$ cat config.mk
export PLATFORM = sky130hd
export DESIGN_NAME = demux16_buf_flat
export DESIGN_NICKNAME = d
export VERILOG_FILES = /design/src/rtl/demux16_buf_pkg.sv /design/src/rtl/demux16_buf_if.sv /design/src/rtl/demux16_slot.sv /design/src/rtl/demux16_buf.sv /design/src/flat_wrapper.sv
export SDC_FILE = /design/constraint.sdc
export NUM_CORES = 1
export LEC_CHECK = 0
export CAP_MARGIN = 20
export CORE_UTILIZATION = 51
export CTS_BUF_LIST = sky130_fd_sc_hd__clkbuf_8
export CTS_CLUSTER_DIAMETER = 50
export DETAILED_ROUTE_END_ITERATION = 8
export PLACE_DENSITY_LB_ADDON = 0.3
export RECOVER_POWER = 50
export SLEW_MARGIN = 25
export SYNTH_ARGS = -nofsm -noshare
export SYNTH_HDL_FRONTEND = slang
export SYNTH_SLANG_ARGS = --single-unit
$ cat constraint.sdc
create_clock -name clk -period 6.39 [get_ports clk]
set_input_delay 1.278 -clock clk [delete_from_list [all_inputs] [get_ports clk]]
set_output_delay 1.278 -clock clk [all_outputs]
set_load 0.01 [all_outputs]
$ cat src/rtl/demux16_buf_pkg.sv
// demux16_buf_pkg
//   Shared types for the 16-way write-side demux: the LC-3b word, the slot
//   select, the 16-entry word array and the occupancy count, plus a popcount
//   helper used for occupancy bookkeeping.
package demux16_buf_pkg;

   localparam int unsigned NUM_SLOTS = 16;

   typedef logic [15:0]     lc3b_word;
   typedef logic [3:0]      lc3b_slot_sel;
   typedef lc3b_word [15:0] lc3b_word_array16;
   typedef logic [4:0]      lc3b_occ;

   function automatic lc3b_occ popcount16(input logic [15:0] v);
      lc3b_occ cnt;
      cnt = '0;
      for (int unsigned i = 0; i < NUM_SLOTS; i++) begin
         cnt = cnt + lc3b_occ'(v[i]);
      end
      return cnt;
   endfunction

endpackage

$ cat src/rtl/demux16_buf_if.sv
// demux16_buf_if
//   Producer-to-demux and demux-to-consumer signals for demux16_buf.
//   in_valid/in_ready/in_sel/in_data : single producer push handshake
//   out_valid/out_data/out_ack       : 16 independent slot handshakes
//   master : producer/consumer side (testbench or datapath)
//   slave  : demux16_buf
interface demux16_buf_if;
   import demux16_buf_pkg::*;

   logic             in_valid;
   logic             in_ready;
   lc3b_slot_sel     in_sel;
   lc3b_word         in_data;
   logic [15:0]      out_valid;
   lc3b_word_array16 out_data;
   logic [15:0]      out_ack;

   modport master (
      output in_valid, in_sel, in_data, out_ack,
      input  in_ready, out_valid, out_data
   );

   modport slave (
      input  in_valid, in_sel, in_data, out_ack,
      output in_ready, out_valid, out_data
   );

endinterface

$ cat src/rtl/demux16_slot.sv
// demux16_slot
//   One-entry holding register with a valid/ack handshake.
//   clk, rst_n : clock, asynchronous active-low reset
//   push_en    : write wdata this edge (already qualified by the top level)
//   ack        : consumer takes the word this edge
//   wdata      : word to store
//   ready      : slot can accept a push this cycle
//   pop        : a pop happens at this edge (ack while valid)
//   valid/data : slot contents
module demux16_slot
   import demux16_buf_pkg::*;
#(
   parameter bit ALLOW_BYPASS = 1'b1,
   parameter bit CLEAR_ON_POP = 1'b1
) (
   input  logic     clk,
   input  logic     rst_n,
   input  logic     push_en,
   input  logic     ack,
   input  lc3b_word wdata,
   output logic     ready,
   output logic     pop,
   output logic     valid,
   output lc3b_word data
);

   assign pop   = ack & valid;
   // A full slot being drained this edge may be refilled in the same edge.
   assign ready = ~valid | (ALLOW_BYPASS & ack);

   always_ff @(posedge clk or negedge rst_n) begin
      if (!rst_n) begin
         valid <= 1'b0;
         data  <= '0;
      end else if (push_en) begin
         valid <= 1'b1;
         data  <= wdata;
      end else if (pop) begin
         valid <= 1'b0;
         if (CLEAR_ON_POP) begin
            data <= '0;
         end
      end
   end

endmodule

$ cat src/rtl/demux16_buf.sv
// demux16_buf
//   Delivers one LC-3b word per transfer to one of 16 holding slots, each
//   drained independently by its own consumer.
//   clk, rst_n : clock, asynchronous active-low reset
//   bus        : push handshake and 16 slot handshakes (slave modport)
//   occupancy  : number of full slots, 0..16
//   ack_err    : sticky, set when a consumer acks an empty slot
module demux16_buf
   import demux16_buf_pkg::*;
#(
   parameter bit ALLOW_BYPASS = 1'b1,
   parameter bit CLEAR_ON_POP = 1'b1
) (
   input  logic           clk,
   input  logic           rst_n,
   demux16_buf_if.slave   bus,
   output lc3b_occ        occupancy,
   output logic           ack_err
);

   logic [15:0]      wr_onehot;
   logic [15:0]      slot_ready;
   logic [15:0]      slot_pop;
   logic [15:0]      slot_valid;
   lc3b_word_array16 slot_data;
   logic             push;

   always_comb begin
      wr_onehot = 16'h0001 << bus.in_sel;
   end

   assign bus.in_ready  = slot_ready[bus.in_sel];
   assign push          = bus.in_valid & bus.in_ready;
   assign bus.out_valid = slot_valid;
   assign bus.out_data  = slot_data;

   for (genvar k = 0; k < 16; k++) begin : g_slot
      demux16_slot #(
         .ALLOW_BYPASS (ALLOW_BYPASS),
         .CLEAR_ON_POP (CLEAR_ON_POP)
      ) u_slot (
         .clk     (clk),
         .rst_n   (rst_n),
         .push_en (push & wr_onehot[k]),
         .ack     (bus.out_ack[k]),
         .wdata   (bus.in_data),
         .ready   (slot_ready[k]),
         .pop     (slot_pop[k]),
         .valid   (slot_valid[k]),
         .data    (slot_data[k])
      );
   end

   always_ff @(posedge clk or negedge rst_n) begin
      if (!rst_n) begin
         occupancy <= '0;
         ack_err   <= 1'b0;
      end else begin
         // A bypass refill counts as one pop plus one push, so the net is zero.
         occupancy <= occupancy + lc3b_occ'(push) - popcount16(slot_pop);
         if (|(bus.out_ack & ~slot_valid)) begin
            ack_err <= 1'b1;
         end
      end
   end

endmodule

$ cat src/flat_wrapper.sv
// flat-port wrapper written by rule: the top's interface ports become plain ports
module demux16_buf_flat import demux16_buf_pkg::*;
#(
   parameter bit ALLOW_BYPASS = 1'b1,
   parameter bit CLEAR_ON_POP = 1'b1
)
  (clk, rst_n, occupancy, ack_err, bus_in_valid, bus_in_sel, bus_in_data, bus_out_ack, bus_in_ready, bus_out_valid, bus_out_data);
  demux16_buf_if bus_i ();
  input  logic clk;
  input  logic rst_n;
  output lc3b_occ occupancy;
  output logic ack_err;
  input wire logic [$bits(bus_i.in_valid)-1:0] bus_in_valid;
  input wire logic [$bits(bus_i.in_sel)-1:0] bus_in_sel;
  input wire logic [$bits(bus_i.in_data)-1:0] bus_in_data;
  input wire logic [$bits(bus_i.out_ack)-1:0] bus_out_ack;
  output wire logic [$bits(bus_i.in_ready)-1:0] bus_in_ready;
  output wire logic [$bits(bus_i.out_valid)-1:0] bus_out_valid;
  output wire logic [$bits(bus_i.out_data)-1:0] bus_out_data;
  assign bus_i.in_valid = bus_in_valid;
  assign bus_i.in_sel = bus_in_sel;
  assign bus_i.in_data = bus_in_data;
  assign bus_i.out_ack = bus_out_ack;
  assign bus_in_ready = bus_i.in_ready;
  assign bus_out_valid = bus_i.out_valid;
  assign bus_out_data = bus_i.out_data;
  demux16_buf #(.ALLOW_BYPASS(ALLOW_BYPASS), .CLEAR_ON_POP(CLEAR_ON_POP)) u_core (.clk(clk), .rst_n(rst_n), .bus(bus_i), .occupancy(occupancy), .ack_err(ack_err));
endmodule
* After elaboration in Yosys (flattened, before gate mapping)
Cells that the tools add are included.
** Word-level totals
- Register bits :: 278
- Logic and storage cells :: 203
** Operators by class
- $add $sub $neg :: 17
- Order comparisons :: 1
- Shift operators :: 1
- Muxes and demuxes :: 66
- Bitwise gates (word level) :: 67
- Reduce and logical (&&, ||, !) cells :: 17
** Operator list (number)
- two-way mux 16 bit :: 32
- adder 5 x 1 -> 5 bit :: 15
- bitwise AND 1 bit :: 33
- two-way mux 1 bit :: 33
- nonzero test 2 bit :: 16
- bitwise AND 16 bit :: 1
- inverter 1 bit :: 16
- inverter 16 bit :: 1
- bitwise OR 1 bit :: 16
- OR reduction 16 bit :: 1
- << shifter 1 x 4 -> 16 bit (first input constant) :: 1
- less-than comparator 4 x 5 -> 1 bit (second input constant) :: 1
- subtractor 5 bit :: 1
- binary-select mux 1 bit (select 4 bit) :: 1
- adder 1 x 1 -> 2 bit :: 1

* Logic depth before layout (Yosys ltp)
- Depth in word-level cells :: 17
- Depth in mapped cells :: 18
- Depth with buffers taken out :: 17

* By module
Synthesis repeated with hierarchy kept, for this count alone.
** Unflattened totals
- Cell total of the unflattened synthesis :: 1061
- Area, all modules :: 12981.2 um^2
** By module, submodules not included
- demux16_slot :: times used 16, cells each 57, area each 733.2 um^2, seq. area each 425.4 um^2
- demux16_buf :: times used 1, cells each 149, area each 1249.9 um^2, seq. area each 150.1 um^2

* Worst setup path after synthesis
Ideal clock, no wire load.
- Path type :: input-to-reg
- Start :: in bus_out_ack[5]
- End :: reg u_core.occupancy[4]
- Setup time :: 0.125 ns
- Data arrival time :: 5.423 ns
- Required time :: 6.265 ns
- Path slack :: 0.842 ns
- Stages :: 15
- Buffers on the path :: 1
- Cells stage by stage :: nand2_1 -> clkbuf_1 -> fa_1 -> inv_1 -> fa_1 -> fa_1 -> fa_1 -> fa_1 -> inv_1 -> fa_1 -> ha_1 -> inv_1 -> fa_1 -> xor2_1 -> xnor2_1
** Between the ends
- Cells in the longest elaborated chain, start to end :: 13
- Elaborated cells on any way between the ends :: 18
** Ends and longest elaborated chain
- start: declaration :: line flat_wrapper.sv:16 : input wire logic [$bits(bus_i.out_ack)-1:0] bus_out_ack;
- bitwise AND 1 bit :: line demux16_slot.sv:27 : assign pop = ack & valid;
- adder 5 x 1 -> 5 bit (11 in series) :: line demux16_buf_pkg.sv:18 : cnt = cnt + lc3b_occ'(v[i]);
- subtractor 5 bit (*) :: line demux16_buf.sv:60 : occupancy <= occupancy + lc3b_occ'(push) - popcount16(slot_pop);
- end signal: assignment :: line demux16_buf.sv:60
- end: declaration :: line demux16_buf.sv:17 : output lc3b_occ occupancy,
Every way passes the cells marked *; elsewhere a longest branch is shown, timed or not. The select of a mux whose other input is x is not followed.
A chain may end at the register's enable or synchronous reset.

* Worst setup path after layout
Ends and elaborated chain as after synthesis.

==> results.json <==
{
  "first_pass_iters": 5,
  "r2r_cells": 14,
  "setup_viol_count_final": 0,
  "netlist_top_cells_area": "dfrtp_1, mux2i_1, nand2_1",
  "start_util_pct": 52.3,
  "wire_per_inst_microns": 20.0,
  "crit_fanout": 3,
  "crit_buf_inv": 4,
  "cp_top_family": "adder cells",
  "crit_chain": "clkdlybuf4s50_1 -> nand2_1 -> fa_1 -> inv_1 -> fa_1 -> fa_1 -> fa_1 -> fa_1 -> inv_1 -> fa_1 -> ha_1 -> inv_1 -> fa_1 -> xor2_1 -> xnor2_1",
  "grt_pass1_vias": 9600,
  "syn_inst": 1130,
  "final_max_slew_viol_count": 120,
  "cts_resized": 0,
  "synth_cell_types": 44,
  "regArea_sq_um": 6960,
  "die_y_microns": 157,
  "crit_top_cell": "fa_1",
  "ctsHoldBuffers": 0,
  "vias": 9476,
  "status": "finished with violations",
  "p_comb_share_pct": 26.9,
  "cts_buffer_depth": 3,
  "multi_input_area_sq_um": 4610,
  "core_sq_um": 23500,
  "seqPwrFrac_pct": 43.5,
  "worst_slew_pin_slew_ps": 3000,
  "ant_nets": 0,
  "cp.depth": 15,
  "grt_pass1_wl_microns": 54900,
  "swShare_pct": 30.2,
  "fin_crit_ps": 5450,
  "grt_max_degree": 160,
  "synth_top_area_share_pct": 56.5,
  "synth_compound_area_share_pct": 3.81,
  "slowest_stage": "fa_1",
  "ir_drop_mv": 0.209,
  "ys_warn_count": 0,
  "drv_cap": 1,
  "port_buffers": 317,
  "clockRootBuffer": "clkbuf_8",
  "cellPowerDensity_nw_per_um2": 322,
  "ys_async_sr_fraction_pct": 100,
  "totalPowerFinal_mw": 5.32,
  "ys_ff_latch": 278,
  "p_switching_mw": 1.60,
  "grt_overflow": 0,
  "hold_path.class": "reg2reg",
  "fin_crit_sh_pct": 85.3,
  "fin_nets": 1499,
  "cp.arrival_ps": 5870,
  "setup_ws_ps": 941,
  "max_slew_margin_pct": -100,
  "dieArea_sq_um": 24800,
  "clk_latency_ps": 560,
  "synth.cell_area_sq_um": 12300,
  "synth.mux.area_fraction_pct": 16.1,
  "place_hpwl_microns": 25500,
  "leakage_nw": 8.71,
  "grt_usage_pct": 29.6,
  "syn_avg_cell_area_sq_um": 10.9,
  "fin_skew_ps": 24.0,
  "h-tree-depth": 2,
  "max_freq_ghz": 0.184,
  "yosys_most_used_dff": "dfrtp_1",
  "num_io_pins": 318,
  "yosysSeqAreaShare_pct": 56.5,
  "drc": 0,
  "synthXorXnorAreaFrac_pct": 0.213,
  "routed_wl_microns": 35800,
  "cp_data_required_time_ps": 6810,
  "cts_sinks": 278,
  "synth_common_cells": "nand2_1, dfrtp_1, mux2i_1, inv_1, clkbuf_1",
  "drive_gt1_share_pct": 7.50,
  "cts_tree": "done",
  "cts_setup_buffers": 0,
  "grt_setup_unrepaired": "false",
  "die_w_microns": 157,
  "synthSimpleGateAreaFrac_pct": 13.3,
  "max_stage_delay_ps": 590,
  "rows": 56,
  "fin_tns_setup_ps": 0,
  "syn2layout_area_growth_pct": 34.1,
  "drtIter0Drc": 556,
  "critPathLaunchType": "input pin",
  "vias_per_cell": 5.31,
  "cts_made_buffers": 46,
  "grt_antenna_before_repair": 2,
  "nFillCells": 1805,
  "gp_congestion": 0.906,
  "synth_fa_ha_area_share_pct": 3.70,
  "cts.reportedPaths.clkPinSlew_ps": 60,
  "power.internal_mw": 3.71,
  "synth_edf_count": 0,
  "yosysTopAreaCell": "dfrtp_1",
  "finalHoldViolCount": 0,
  "p_clk_share_pct": 29.6,
  "syn_nets": 1197,
  "hold-path-cell-count": 2,
  "synth.most_common_cell": "nand2_1",
  "violations": "capacitance limit, slew limit",
  "end_kind": "flop",
  "dp_slack_ps": 424,
  "synth_top_family_by_area": "multiplexers",
  "critical_path_class": "in2reg"
}
[metal layers]
layer | track usage (%) | routed length, microns | vias to the layer above | share of wire, %
met5 | 0 | 13 | - | 0.036
met4 | 13.8 | 1350 | 2 | 3.8
met3 | 6.28 | 2260 | 82 | 6.3
met2 | 48.1 | 17100 | 352 | 48
met1 | 37.9 | 15100 | 4764 | 42
li1 | - | - | 4276 | -
[worst min-delay path, cell delays in order, from the launching register on]
cell and delay [ps]:
dfrtp_1 370, nand2_1 60, o21ai_1 50
[layout make-up]
| type | count | share of cell area, % |
|---|---|---|
| tap | 319 | 2.42 |
| timing repair buffer | 341 | 20.4 |
| sequential | 278 | 42.2 |
| multi-input combinational | 701 | 27.9 |
| antenna | 1 | 0.0152 |
| inverter | 64 | 1.46 |
| clock inverter | 20 | 0.516 |
| clock buffer | 62 | 5.17 |
[cell families after synthesis]
logic type	after synthesis
AND/OR/NAND/NOR	389
flip-flops	278
AO/OA/AOI/OAI	86
adder cells (fa/ha/maj)	28
XOR/XNOR	3
buffers and inverters	151
multiplexers	195
[per-stage QoR]
stage | hold WS, ps | util (%) | instances | cell area (sq um)
after global routing | 532 | 70.1 | 1786 | 16500
after global placement | 503 | 66.0 | 1702 | 15500
final | 508 | 70.1 | 1786 | 16500
after CTS | 517 | 70.1 | 1784 | 16500
after floorplan | 505 | - | 1130 | 12300
after detailed placement | 507 | 66.1 | 1702 | 15600
[state kept, by name (all words and copies together) (netlist names)]
name / cells
u_core.ack_err: 1
u_core.g_slot.u_slot.data: 256
u_core.g_slot.u_slot.valid: 16
u_core.occupancy: 5
[cells in the final DEF, fill, tap and decap left out, drive strengths merged, types with 3 or more instances in the layout]
cell type / instances
fa: 14
a21o: 4
mux2i: 193
buf: 23
o21ai: 68
o22ai: 4
nor4b: 3
nor4: 3
nand2b: 9
clkdlybuf4s50: 193
inv: 78
nor3b: 3
nor2b: 3
dfrtp: 278
nand2: 344
dlygate4sd3: 123
nand3: 9
clkbuf: 64
and3: 4
clkinv: 5
ha: 14
a21oi: 3
[path summary, 6_finish.rpt]
check / startpoint / to / slack, ps
worst max-delay path: bus_out_ack[5] / u_core.occupancy[4] / 940
worst min-delay path: u_core.g_slot[14].u_slot.data[12] / u_core.g_slot[14].u_slot.data[12] / 510
worst max register to register: u_core.g_slot[5].u_slot.valid / u_core.occupancy[4] / 1720
worst min register to register: u_core.g_slot[14].u_slot.data[12] / u_core.g_slot[14].u_slot.data[12] / 510
max in group asynchronous: rst_n / u_core.g_slot[4].u_slot.data[14] / 2850
min in group asynchronous: rst_n / u_core.g_slot[4].u_slot.data[3] / 1630
[power by group through the flow]
stage	clock, mW	sequential, mW	combinational, mW
after floorplan	0	2.47	0.423
after global placement	0	2.33	1.45
after detailed placement	0	2.34	1.50
after CTS	1.60	2.32	1.51
after global routing	1.68	2.35	1.56
final	1.57	2.31	1.43
Note: power is estimated with default switching activity, not from simulation.
